===== src/rtl/spi_pkg.sv =====
// spi_pkg: definitions shared by the SPI slave files.
//   spi_state_t   - slave FSM state encoding
//   CPOL_*/CPHA_* - clock polarity / phase mode constants
//   SETTLE_CYCLES - clocks until the synchronizer pipeline holds only pin-derived values
package spi_pkg;

    typedef enum logic {
        ST_IDLE   = 1'b0,
        ST_ACTIVE = 1'b1
    } spi_state_t;

    localparam bit CPOL_LOW   = 1'b0;
    localparam bit CPOL_HIGH  = 1'b1;
    localparam bit CPHA_LEAD  = 1'b0;
    localparam bit CPHA_TRAIL = 1'b1;

    localparam int SETTLE_CYCLES = 3;

endpackage


===== src/rtl/spi_sync_edge.sv =====
// spi_sync_edge: two-flop synchronizer for an asynchronous input plus
// rise/fall detection on the synchronized value.
//   clk   - system clock
//   rst   - synchronous active-high reset; all flops load RESET_VAL
//   raw   - asynchronous input
//   level - synchronized value
//   rise  - one-cycle pulse on a synchronized 0->1 transition
//   fall  - one-cycle pulse on a synchronized 1->0 transition
module spi_sync_edge
    import spi_pkg::*;
#(
    parameter bit RESET_VAL = 1'b0
) (
    input  logic clk,
    input  logic rst,
    input  logic raw,
    output logic level,
    output logic rise,
    output logic fall
);

    logic meta;
    logic prev;

    always_ff @(posedge clk) begin
        if (rst) begin
            meta  <= RESET_VAL;
            level <= RESET_VAL;
            prev  <= RESET_VAL;
        end else begin
            meta  <= raw;
            level <= meta;
            prev  <= level;
        end
    end

    assign rise = level & ~prev;
    assign fall = ~level & prev;

endmodule


===== src/rtl/spi_slave.sv =====
// spi_slave: oversampled SPI slave with valid/ready word interfaces.
//
// state     | meaning
// ----------+-------------------------------------------
// ST_IDLE   | ss high (or not yet seen high after reset)
// ST_ACTIVE | ss low, shifting frames of DATA_W bits
//
// Ports:
//   clk_in, rst_in                 - system clock, synchronous active-high reset
//   sck_in, ss_in, mosi_in         - asynchronous SPI pins from the master
//   miso_out, miso_oe_out          - serial data / output enable to the master
//   tx_data_in, tx_valid_in,
//   tx_ready_out                   - load handshake into the single-word TX holding register
//   rx_data_out, rx_valid_out,
//   rx_ready_in                    - received word handshake
//   rx_overrun_out, tx_underrun_out - single-cycle error pulses
module spi_slave
    import spi_pkg::*;
#(
    parameter int DATA_W    = 8,
    parameter bit CPOL      = CPOL_LOW,
    parameter bit CPHA      = CPHA_LEAD,
    parameter bit MSB_FIRST = 1'b1
) (
    input  logic              clk_in,
    input  logic              rst_in,
    input  logic              sck_in,
    input  logic              ss_in,
    input  logic              mosi_in,
    output logic              miso_out,
    output logic              miso_oe_out,
    input  logic [DATA_W-1:0] tx_data_in,
    input  logic              tx_valid_in,
    output logic              tx_ready_out,
    output logic [DATA_W-1:0] rx_data_out,
    output logic              rx_valid_out,
    input  logic              rx_ready_in,
    output logic              rx_overrun_out,
    output logic              tx_underrun_out
);

    localparam int CNT_W = $clog2(DATA_W);

    spi_state_t        state, next_state;
    logic              sck_sync, sck_rise, sck_fall;
    logic              ss_sync, ss_rise, ss_fall;
    logic              mosi_meta, mosi_sync;
    logic [1:0]        settle;
    logic              armed;
    logic              leading, trailing;
    logic              start, sample, drive, wrap;
    logic [CNT_W-1:0]  bit_cnt;
    logic [DATA_W-1:0] hold, load_word, load_rest, tx_shift, tx_rest;
    logic [DATA_W-1:0] rx_shift, rx_next;
    logic              hold_full, filler, miso_bit, load_first, tx_first;

    spi_sync_edge #(.RESET_VAL(CPOL)) u_sck_sync (
        .clk(clk_in), .rst(rst_in), .raw(sck_in),
        .level(sck_sync), .rise(sck_rise), .fall(sck_fall)
    );

    spi_sync_edge #(.RESET_VAL(1'b1)) u_ss_sync (
        .clk(clk_in), .rst(rst_in), .raw(ss_in),
        .level(ss_sync), .rise(ss_rise), .fall(ss_fall)
    );

    always_ff @(posedge clk_in) begin
        if (rst_in) begin
            mosi_meta <= 1'b1;
            mosi_sync <= 1'b1;
        end else begin
            mosi_meta <= mosi_in;
            mosi_sync <= mosi_meta;
        end
    end

    // The ss synchronizer resets to 1, so a pin already low at reset release
    // would look like a falling edge. Arm only once ss is seen high after the
    // pipeline has flushed, so a frame needs a genuine ss falling edge.
    always_ff @(posedge clk_in) begin
        if (rst_in) begin
            settle <= '0;
            armed  <= 1'b0;
        end else begin
            if (settle != 2'(SETTLE_CYCLES))
                settle <= settle + 2'd1;
            if (settle == 2'(SETTLE_CYCLES) && ss_sync)
                armed <= 1'b1;
        end
    end

    assign leading  = (sck_rise | sck_fall) & (sck_sync != CPOL);
    assign trailing = (sck_rise | sck_fall) & (sck_sync == CPOL);

    always_ff @(posedge clk_in) begin
        if (rst_in)
            state <= ST_IDLE;
        else
            state <= next_state;
    end

    always_comb begin
        next_state = state;
        start      = 1'b0;
        sample     = 1'b0;
        drive      = 1'b0;
        case (state)
            ST_IDLE: begin
                if (ss_fall && armed) begin
                    next_state = ST_ACTIVE;
                    start      = 1'b1;
                end
            end
            ST_ACTIVE: begin
                // SCK edges coinciding with ss release belong to no frame.
                if (ss_rise) begin
                    next_state = ST_IDLE;
                end else begin
                    sample = (CPHA == CPHA_LEAD) ? leading : trailing;
                    drive  = (CPHA == CPHA_LEAD) ? trailing : leading;
                end
            end
            default: next_state = ST_IDLE;
        endcase
    end

    assign wrap = sample && (bit_cnt == CNT_W'(DATA_W - 1));

    always_comb begin
        load_word = hold_full ? hold : '1;
        if (MSB_FIRST) begin
            load_first = load_word[DATA_W-1];
            load_rest  = {load_word[DATA_W-2:0], 1'b1};
            tx_first   = tx_shift[DATA_W-1];
            tx_rest    = {tx_shift[DATA_W-2:0], 1'b1};
            rx_next    = {rx_shift[DATA_W-2:0], mosi_sync};
        end else begin
            load_first = load_word[0];
            load_rest  = {1'b1, load_word[DATA_W-1:1]};
            tx_first   = tx_shift[0];
            tx_rest    = {1'b1, tx_shift[DATA_W-1:1]};
            rx_next    = {mosi_sync, rx_shift[DATA_W-1:1]};
        end
    end

    always_ff @(posedge clk_in) begin
        if (rst_in)
            bit_cnt <= '0;
        else if (state != ST_ACTIVE || ss_rise)
            bit_cnt <= '0;
        else if (sample)
            bit_cnt <= wrap ? '0 : bit_cnt + CNT_W'(1);
    end

    always_ff @(posedge clk_in) begin
        if (rst_in) begin
            hold      <= '0;
            hold_full <= 1'b0;
        end else if (tx_valid_in && !hold_full) begin
            hold      <= tx_data_in;
            hold_full <= 1'b1;
        end else if (start || wrap) begin
            hold_full <= 1'b0;
        end
    end

    // A frame boundary at the end of a transfer loads the shifter (filler if
    // nothing is held) but may never be clocked; the underrun is reported on
    // the first sample of a filler frame so only frames the master actually
    // clocks raise it.
    always_ff @(posedge clk_in) begin
        if (rst_in) begin
            tx_shift        <= '1;
            miso_bit        <= 1'b1;
            filler          <= 1'b0;
            tx_underrun_out <= 1'b0;
        end else begin
            tx_underrun_out <= sample && (bit_cnt == '0) && filler;
            if (start) begin
                filler <= !hold_full;
                if (CPHA == CPHA_LEAD) begin
                    miso_bit <= load_first;
                    tx_shift <= load_rest;
                end else begin
                    tx_shift <= load_word;
                end
            end else if (wrap) begin
                // Next frame's first bit goes out on the following drive edge.
                filler   <= !hold_full;
                tx_shift <= load_word;
            end else if (drive) begin
                miso_bit <= tx_first;
                tx_shift <= tx_rest;
            end
        end
    end

    always_ff @(posedge clk_in) begin
        if (rst_in) begin
            rx_shift       <= '0;
            rx_data_out    <= '0;
            rx_valid_out   <= 1'b0;
            rx_overrun_out <= 1'b0;
        end else begin
            rx_overrun_out <= 1'b0;
            if (sample)
                rx_shift <= rx_next;
            if (wrap) begin
                rx_data_out    <= rx_next;
                rx_valid_out   <= 1'b1;
                rx_overrun_out <= rx_valid_out && !rx_ready_in;
            end else if (rx_valid_out && rx_ready_in) begin
                rx_valid_out <= 1'b0;
            end
        end
    end

    assign miso_oe_out  = (state == ST_ACTIVE);
    assign miso_out     = miso_oe_out ? miso_bit : 1'b1;
    assign tx_ready_out = !hold_full;

endmodule

===== config.mk =====
export PLATFORM = sky130hd
export DESIGN_NAME = spi_slave
export DESIGN_NICKNAME = d
export VERILOG_FILES = /design/src/rtl/spi_pkg.sv /design/src/rtl/spi_sync_edge.sv /design/src/rtl/spi_slave.sv
export SDC_FILE = /design/constraint.sdc
export NUM_CORES = 1
export LEC_CHECK = 0
export ABC_AREA = 1
export BUFFER_PORTS_ARGS = -buffer_cell sky130_fd_sc_hd__buf_2
export CORE_MARGIN = 2
export CORE_UTILIZATION = 25
export CTS_CLUSTER_SIZE = 16
export DETAILED_ROUTE_END_ITERATION = 10
export MAX_ROUTING_LAYER = met4
export PLACE_DENSITY = 0.39
export SETUP_SLACK_MARGIN = 0.2
export SLEW_MARGIN = 20
export SYNTH_ARGS = -nofsm -noshare
export SYNTH_HDL_FRONTEND = slang
export SYNTH_SLANG_ARGS = --single-unit

===== constraint.sdc =====
create_clock -name clk_in -period 1.45 [get_ports clk_in]
set_clock_uncertainty 0.1 [all_clocks]
set_input_delay 0.0725 -clock clk_in [delete_from_list [all_inputs] [get_ports clk_in]]
set_output_delay 0.0725 -clock clk_in [all_outputs]
set_load 0.05 [all_outputs]

=== Word-level counts from Yosys, hierarchy flattened ===
Index checks and enable logic that the tools add are counted.

* Output and inout port bits: 14
* Bits of input ports: 15
* Word-level logic and storage cells: 88
* Bits in registers: 52

* Equality and inequality tests: 4
* $add $sub $neg: 2
* Bitwise gates (word level): 13
* Reductions and logical operators: 23
* Mux-type cells: 23

{| class="wikitable"
|+ Operator list
! kind !! number
|-
| 8-bit two-way mux || 4
|-
| 1-bit two-way mux || 17
|-
| 2-bit nonzero test || 5
|-
| 1-bit logical AND || 8
|-
| 1-bit AND || 6
|-
| 1-bit NOT || 6
|-
| 2-bit OR reduction || 3
|-
| 2-bit != test (second input constant) || 2
|-
| 3-bit by 1-bit adder with 3-bit output (second input constant) || 1
|-
| 3-bit equality test (second input constant) || 1
|-
| 3-bit logical NOT || 1
|-
| 3-bit two-way mux || 1
|-
| 3-bit nonzero test || 1
|-
| 2-bit by 1-bit adder with 2-bit output (second input constant) || 1
|-
| 2-bit equality test (second input constant) || 1
|-
| 1-bit logical NOT || 2
|-
| 1-bit logical OR || 2
|-
| 1-bit case mux with 2 select lines || 1
|-
| 2-bit AND reduction || 1
|-
| 1-bit OR || 1
|}

=== Logic depth before layout (Yosys ltp) ===
Gate-level depths: netlist of the first run.

* Depth in word-level cells: 10
* Gate-level depth with buffers: 9

=== Modules after synthesis ===
A second synthesis of the first run with hierarchy kept.

* Cells, all modules: 293
* Area, all modules: 2,175.8 um2

{| class="wikitable"
|+ Modules (own cells, without submodules)
! module !! area each (um2) !! cells an instance !! times used
|-
| spi_slave || 1,984.4 || 268 || 1
|-
| spi_sync_edge (u_ss_sync) || 97.6 || 13 || 1
|-
| spi_sync_edge (u_sck_sync) || 93.8 || 12 || 1
|}

=== Least setup slack after synthesis of the first run ===
Ideal clock, no wire load.

* Path type: reg-to-reg
* Start: reg state, in the netlist miso_oe_out
* End: reg tx_shift[1]
* Stages on the path, launching flop included: 7
* Data arrival time: 1.437 ns
* Path slack: -0.199 ns
* Required time: 1.238 ns
* Period minus slack after synthesis: 1.649 ns
* Path buffers: 1
* Path through: dfxtp_1 nand4_2 buf_4 nand3_1 nand3_1 nand2_1 nand2_1

* Longest elaborated chain between the ends: 4
* Elaborated cells between the ends (all ways): 7
* Classes of those cells: mux (5); reduce/logical (2)

{| class="wikitable"
|+ RTL lines
! what !! line !! text
|-
| start: declaration || spi_slave.sv:44 || <nowiki>spi_state_t state, next_state;</nowiki>
|-
| start signal: assignment || spi_slave.sv:99 || <nowiki>state <= next_state;</nowiki>
|-
| 1-bit two-way mux || spi_slave.sv:107 || <nowiki>case (state)</nowiki>
|-
| 1-bit logical AND || spi_slave.sv:127 || <nowiki>assign wrap = sample && (bit_cnt == CNT_W'(DATA_W - 1));</nowiki>
|-
| 8-bit two-way mux || spi_slave.sv:187 || <nowiki>end else if (wrap) begin</nowiki>
|-
| 8-bit two-way mux || spi_slave.sv:179 || <nowiki>if (start) begin</nowiki>
|-
| end signal: assignment || spi_slave.sv:183 || <nowiki>tx_shift <= load_rest;</nowiki>
|-
| end signal: assignment || spi_slave.sv:185 || <nowiki>tx_shift <= load_word;</nowiki>
|-
| end signal: assignment || spi_slave.sv:190 || <nowiki>tx_shift <= load_word;</nowiki>
|-
| end: declaration || spi_slave.sv:53 || <nowiki>logic [DATA_W-1:0] hold, load_word, load_rest, tx_shift, tx_rest;</nowiki>
|}

Parallel ways exist; a longest one is shown, timed or not.
A chain may end at the register's enable or synchronous reset.

=== Worst setup path after layout of the first run ===
* Start: reg u_ss_sync.level
* End: reg tx_shift[3]

* Longest elaborated chain between the ends: 6
* Elaborated cells between the ends (all ways): 14
* Classes of those cells: mux (8); bitwise (3); reduce/logical (3)

{| class="wikitable"
|+ RTL lines
! what !! line !! text
|-
| start: declaration || spi_sync_edge.sv:17 || <nowiki>output logic level,</nowiki>
|-
| start signal: assignment || spi_sync_edge.sv:32 || <nowiki>level <= meta;</nowiki>
|-
| 1-bit AND / 1-bit NOT (equally long branches) || spi_sync_edge.sv:37, spi_sync_edge.sv:38 ||
|-
| 1-bit two-way mux / 1-bit AND (equally long branches) || spi_slave.sv:116, spi_sync_edge.sv:38 ||
|-
| 1-bit two-way mux / 1-bit logical AND (equally long branches) || spi_slave.sv:107, spi_slave.sv:109 ||
|-
| 1-bit logical AND / 1-bit two-way mux (equally long branches) || spi_slave.sv:127, spi_slave.sv:109 ||
|-
| 8-bit two-way mux / 1-bit two-way mux (equally long branches) || spi_slave.sv:187, spi_slave.sv:107 ||
|-
| 8-bit two-way mux / 3-bit nonzero test (equally long branches) || -- ||
|}

Parallel ways exist; a longest one is shown, timed or not.

==> out/summary.txt, run 1 <==
Slew HR = 0.810
TritonCTS clock tree = yes
fin crit share = 0.977
syn nets = 298
ys async rst share = 0
Fin. Hold Viols = 0
clock sinks = 52
largest net degree at the start of global routing = 25
crit end category = register
worst-skew pair later-pin latency = 0.30 ns
vias in the first global route = 1929
Routed WL per cell = 12.5 um
routed vias = 1948
highest-delay cell along the critical path = dfxtp_1
DRC viols = 0
synth top area cells = dfxtp_1, nand2_1, nand3_1
Net Sw Power = 664 uW
Logic pwr share = 0.101
drt first pass iters = 4
FF+latch count, synth = 52
status = completed
Max stage delay on crit path = 0.38 ns
sequential area share after synthesis = 0.486
I/O Buffers = 28
initial antenna violation count = 0
PwrDens = 889 nW/um^2
total CTS buffers = 5
top cell family by delay on the critical path = simple AND/OR/NAND/NOR gates
nets@finish = 363
Post-synth top cells = dfxtp_1, nand2_1, nor2_1
Synth Cell Area = 2140 um^2
GRT overflow = 0
core region area = 8260 um^2
CP dominant cell by count = nand2_1
Post-Synthesis Cells = 279
WP data arrival = 1.51 ns
Fmax = 706 MHz
die area = 9320 um^2
H-tree depth = 2
CTS clk-pin slew, worst paths = 0.10 ns
Post-DP Area = 2570 um^2
clock buffer depth = 2
Leakage = 1.38 nW
dominant cell type by area after synthesis = dfxtp_1
share of post-route cells with drive strength above 1 = 0.351
GRT Total Usage = 0.134
Avg Cell Area, Syn = 7.67 um^2
Net Sw Frac = 0.238
share of the synthesized area in the top cell type = 0.486
dpl cells = 418
Synth Flop Type = dfxtp_1
final WL = 5620 um
hold_sp = rst_in
WS Path Type = reg -> reg
Finished Cell Area = 3130 um^2
critical path launch point type = register
Starting DRT DRC Count = 74
Sequential Power Share = 0.542
Max-Cap Viols = 0
Die H = 96.5 um
total power = 2.79 mW
first-pass GRT wire length = 9330 um
Synth cell types = 25
Worst-Margin Slew = 0.285 ns
P_int = 2.12 mW
Worst Path Max Fanout = 8
vias per cell = 4.33
IO Pins = 29
Die W = 96.5 um
crit path from = u_ss_sync.level
Finished Layout Cells = 450
worst min path class = in -> reg
gpl congestion = 0.808
r2r startpoint = u_ss_sync.level
Req. time, crit path = 1.55 ns
area grow syn2layout = 46.4%
Yosys warnings = 0
Post-DRT Antenna Nets = 0
Clock Tree Root = clkbuf_8
Clk pwr share = 0.357
Final min period = 1.42 ns
std cell rows = 33
Starting Density = 0.259
DP HPWL = 3780 um
CP Buf/Inv Count = 2
count of pins over their slew limit = 0
top-count cell post-synth = dfxtp_1
Layout Utilization = 0.380
endpoints failing setup = 0
Post-synth EDFFs = 0
RSZ-0062 raised after global routing = true
n_diodes = 0
CP Cell Sequence = buf_4 -> nor3_4 -> buf_6 -> nor2_4 -> nand2_4 -> nand2_1 -> nand2_1
IR drop worst, VDD = 366 uV
-- tightest hold or removal path, stage by stage --
cell and delay [ns]:
buf_2 0.09, inv_1 0.07, nand2_1 0.09, o21ai_1 0.06
-- cell type report --
class,count,area [um^2]
inverter,32,155
clock buffer,6,72.6
clock inverter,2,35.0
tap,105,131
fill,856,5120
sequential,52,1050
timing repair buffer,70,572
multi-input combinational,183,1110
-- per-layer routing --
metal / up-vias / global-route usage / wire length, um
li1: 1018 / - / -
met1: 898 / 0.170 / 2750
met2: 24 / 0.216 / 2620
met3: 8 / 0.0279 / 148
met4: 0 / 0.0387 / 95
met5: - / - / 0
-- worst paths after layout --
kind / slack (ns) / endpoint / cells after the start
worst max-delay path: 0.03 / tx_shift[3] / 7
worst min-delay path: 0.0004 / miso_oe_out / 4
worst max register to register: 0.03 / tx_shift[3] / 7
worst min register to register: 0.31 / u_sck_sync.level / 2
-- per-stage QoR --
stage | setup TNS (ns) | setup slack, ns | hold WS, ns
2_1_floorplan | 0 | 0.00645 | 0.0493
3_5_place_dp | 0 | 0.0285 | 0.156
3_3_place_gp | 0 | 0.0184 | 0.155
6_report | 0 | 0.0329 | 0.000361
5_1_grt | -0.387 | -0.0604 | 0.0192
4_1_cts | 0 | 0.0373 | 0.0254
-- flip-flops by register name, summed over array words and instances (netlist names), 2 cells and up --
name         cells
hold             8
rx_data_out      8
tx_shift         8
rx_shift         7
bit_cnt          3
settle           2
-- logic make-up (layout without fill, tap and decap cells) --
group,count (synthesis),count (layout),share of synthesized area
buffers and inverters,44,110,0.0888
and+or+nand+nor,128,128,0.279
xor gates and xnor gates,1,1,0.00409
AOI/OAI and AO/OA,50,50,0.119
adders and majority gates,4,4,0.0234
DFF,52,52,0.486
-- power by group through the flow --
stage	clock network [mW]	logic (mW)	registers, mW
final	0.994	0.281	1.51
after floorplan	0	0.159	1.54
after global routing	1.07	0.316	1.52
after CTS	1.04	0.266	1.51
after global placement	0	0.224	1.55
after detailed placement	0	0.223	1.55
-- repair_timing --
action / CTS / global route
hold buffers: 13 / 0
setup endpoints to repair: 39 / 36
gates resized for setup: 46 / 26
hold endpoints to repair: 14 / 0
cloned: 0 / 1
buffers inserted: 7 / 3
pin swaps: 9 / 2
-- cells in the final DEF, fill, tap and decap left out, drive strengths merged --
cell and instances:
a21oi 18, a31oi 1, buf 57, bufinv 1
clkbuf 6, clkinv 2, clkinvlp 1, dfxtp 52
dlygate4sd3 13, ha 4, inv 30, nand2 49
nand3 30, nand4 2, nor2 36, nor3 3
o21ai 30, o31ai 1, or2 8, xor2 1
(Power assumes the default switching activity.)
==> inputs of run 2 (changes only) <==
Settings changed: PLACE_DENSITY 0.39 to default.
==> out/summary.txt, run 2 (synthesis results as in run 1) <==
status = finished, violations left
failing checks = negative setup slack
Starting Density = 0.259 (unchanged)
H-tree depth = 2 (unchanged)
Finished Cell Area = 3130 um^2 (about the same)
GRT Total Usage = 0.124 (-0.00981)
IO Pins = 29 (unchanged)
Routed WL per cell = 12.5 um (+0.56%)
FF+latch area = 1060 um^2 (+0.24%)
largest net degree at the start of global routing = 23 (-8.0%)
clock buffer depth = 2 (unchanged)
area grow syn2layout = 46.3% (about the same)
I/O Buffers = 28 (unchanged)
Worst Path Max Fanout = 5 (-3)
core region area = 8260 um^2 (unchanged)
nets@finish = 359 (-1.1%)
WS Path Type = reg -> reg
critical path launch point type = register
commonest non-fill, non-tap cell in the layout = dfxtp_1
die area = 9320 um^2 (unchanged)
fin crit share = 1.01 (+0.0358)
vias in the first global route = 1876 (-2.7%)
Slew HR = 0.685 (-0.124)
Setup WS post-layout = -0.0190 ns (-0.0519 ns)
# fillers = 841 (-1.8%)
Max-Cap Viols = 0 (unchanged)
first-pass GRT wire length = 8760 um (-6.1%)
Final min period = 1.47 ns (+0.0519 ns)
vias per cell = 4.51 (+4.1%)
total power = 3.16 mW (+13%)
highest-delay cell along the critical path = dfxtp_4
n_diodes = 0 (unchanged)
Post-DP Area = 2510 um^2 (-2.1%)
CP dominant cell by count = ha_4
Clock Tree Root = clkbuf_8
Fin. Hold Viols = 0 (unchanged)
drt first pass iters = 5 (+1)
initial antenna violation count = 0 (unchanged)
Die W = 96.5 um (unchanged)
routed vias = 2010 (+3.2%)
Post-DRT Antenna Nets = 0 (unchanged)
Largest regs = hold x8, rx_data_out x8, tx_shift x8
GRT overflow = 0 (unchanged)
std cell rows = 33 (unchanged)
r2r worst-path depth = 7 (unchanged)
IR drop worst, VDD = 584 uV (+60%)
most frequent cells in the layout = dfxtp_1, nand2_1, nor2_1
share of post-route cells with drive strength above 1 = 0.343 (-0.00762)
Fmax = 681 MHz (-3.5%)
Hold Path Stages = 3 (-1)
CTS clk-pin slew, worst paths = 0.10 ns (about the same)
DP HPWL = 3350 um (-11%)
WP data arrival = 1.56 ns (+0.05 ns)
PwrDens = 1010 nW/um^2 (+13%)
TritonCTS clock tree = yes
worst min path class = in -> reg
endpoints failing setup = 2 (+2)
worst-skew pair later-pin latency = 0.31 ns (about the same)
clock sinks = 52 (unchanged)
Multi-input gate area = 1070 um^2 (-4.0%)
crit end category = register
Max stage delay on crit path = 0.36 ns (-0.02 ns)
CP Cell Sequence = ha_4 -> ha_4 -> nand4_4 -> buf_4 -> clkinv_4 -> o21ai_0 -> nand3_1
DRC viols = 0 (unchanged)
Starting DRT DRC Count = 199 (+170%)
Leakage = 1.43 nW (+3.9%)
Req. time, crit path = 1.54 ns (about the same)
Worst-Margin Slew = 0.472 ns (+0.187 ns)
Die H = 96.5 um (unchanged)
count of pins over their slew limit = 0 (unchanged)
gpl congestion = 0.785 (-2.8%)
final WL = 5600 um (-0.34%)
RSZ-0062 raised after global routing = true
total CTS buffers = 5 (unchanged)
run 2: path summary, 6_finish.rpt:
path	startpoint	to	slack [ns]
worst min register to register	u_sck_sync.meta	u_sck_sync.level	0.32
worst max-delay path	bit_cnt[0]	tx_shift[0]	-0.02
worst min-delay path	rst_in	armed	0.07
worst max register to register	bit_cnt[0]	tx_shift[0]	-0.02
run 2: critical path, delay by kind of cell (launching register included):
family,cells,cell delay [ns]
AOI/OAI and AO/OA,1,0.11
adders and majority gates,2,0.32
buffers and inverters,2,0.21
DFF,1,0.36
and+or+nand+nor,2,0.24
run 2: cell type report:
cell class                 instances  share of cell area
multi-input combinational        183               0.341
sequential                        52               0.337
timing repair buffer              65               0.182
inverter                          32              0.0451
tap                              105              0.0419
clock inverter                     3              0.0288
clock buffer                       5              0.0220
timing repair inverter             1             0.00160
run 2: per-stage QoR:
stage	setup TNS, ns	util	worst slack, ns	hold slack (ns)	instances
after global placement	0	0.304	0.0828	0.155	409
after global routing	-0.945	0.379	-0.0827	0.0799	446
after floorplan	0	-	0.00645	0.0493	279
after detailed placement	0	0.304	0.0686	0.162	409
after CTS	0	0.348	0.0319	0.0594	434
final	-0.0271	0.379	-0.0190	0.0667	446
run 2: metal layers:
layer / up-vias / wire length (um) / GRT usage
met4: 0 / 100 / 0.0481
met3: 12 / 199 / 0.0279
met1: 939 / 2510 / 0.152
met5: - / 0 / -
li1: 1022 / - / -
met2: 37 / 2790 / 0.200
run 2: what timing repair did:
action | 4_1_cts | 5_1_grt
hold endpoints to repair | 14 | 0
hold buffers | 13 | 0
cloned | 0 | 3
gates resized for setup | 17 | 40
pin swaps | 1 | 11
buffers inserted | 4 | 9
endpoints found under the setup margin | 37 | 42
run 2: power by group:
part	internal, mW	total (mW)	switching [mW]	leakage [nW]
Clock	0.863	1.37	0.509	0.0784
Combinational	0.124	0.275	0.151	0.927
Sequential	1.48	1.51	0.0297	0.426
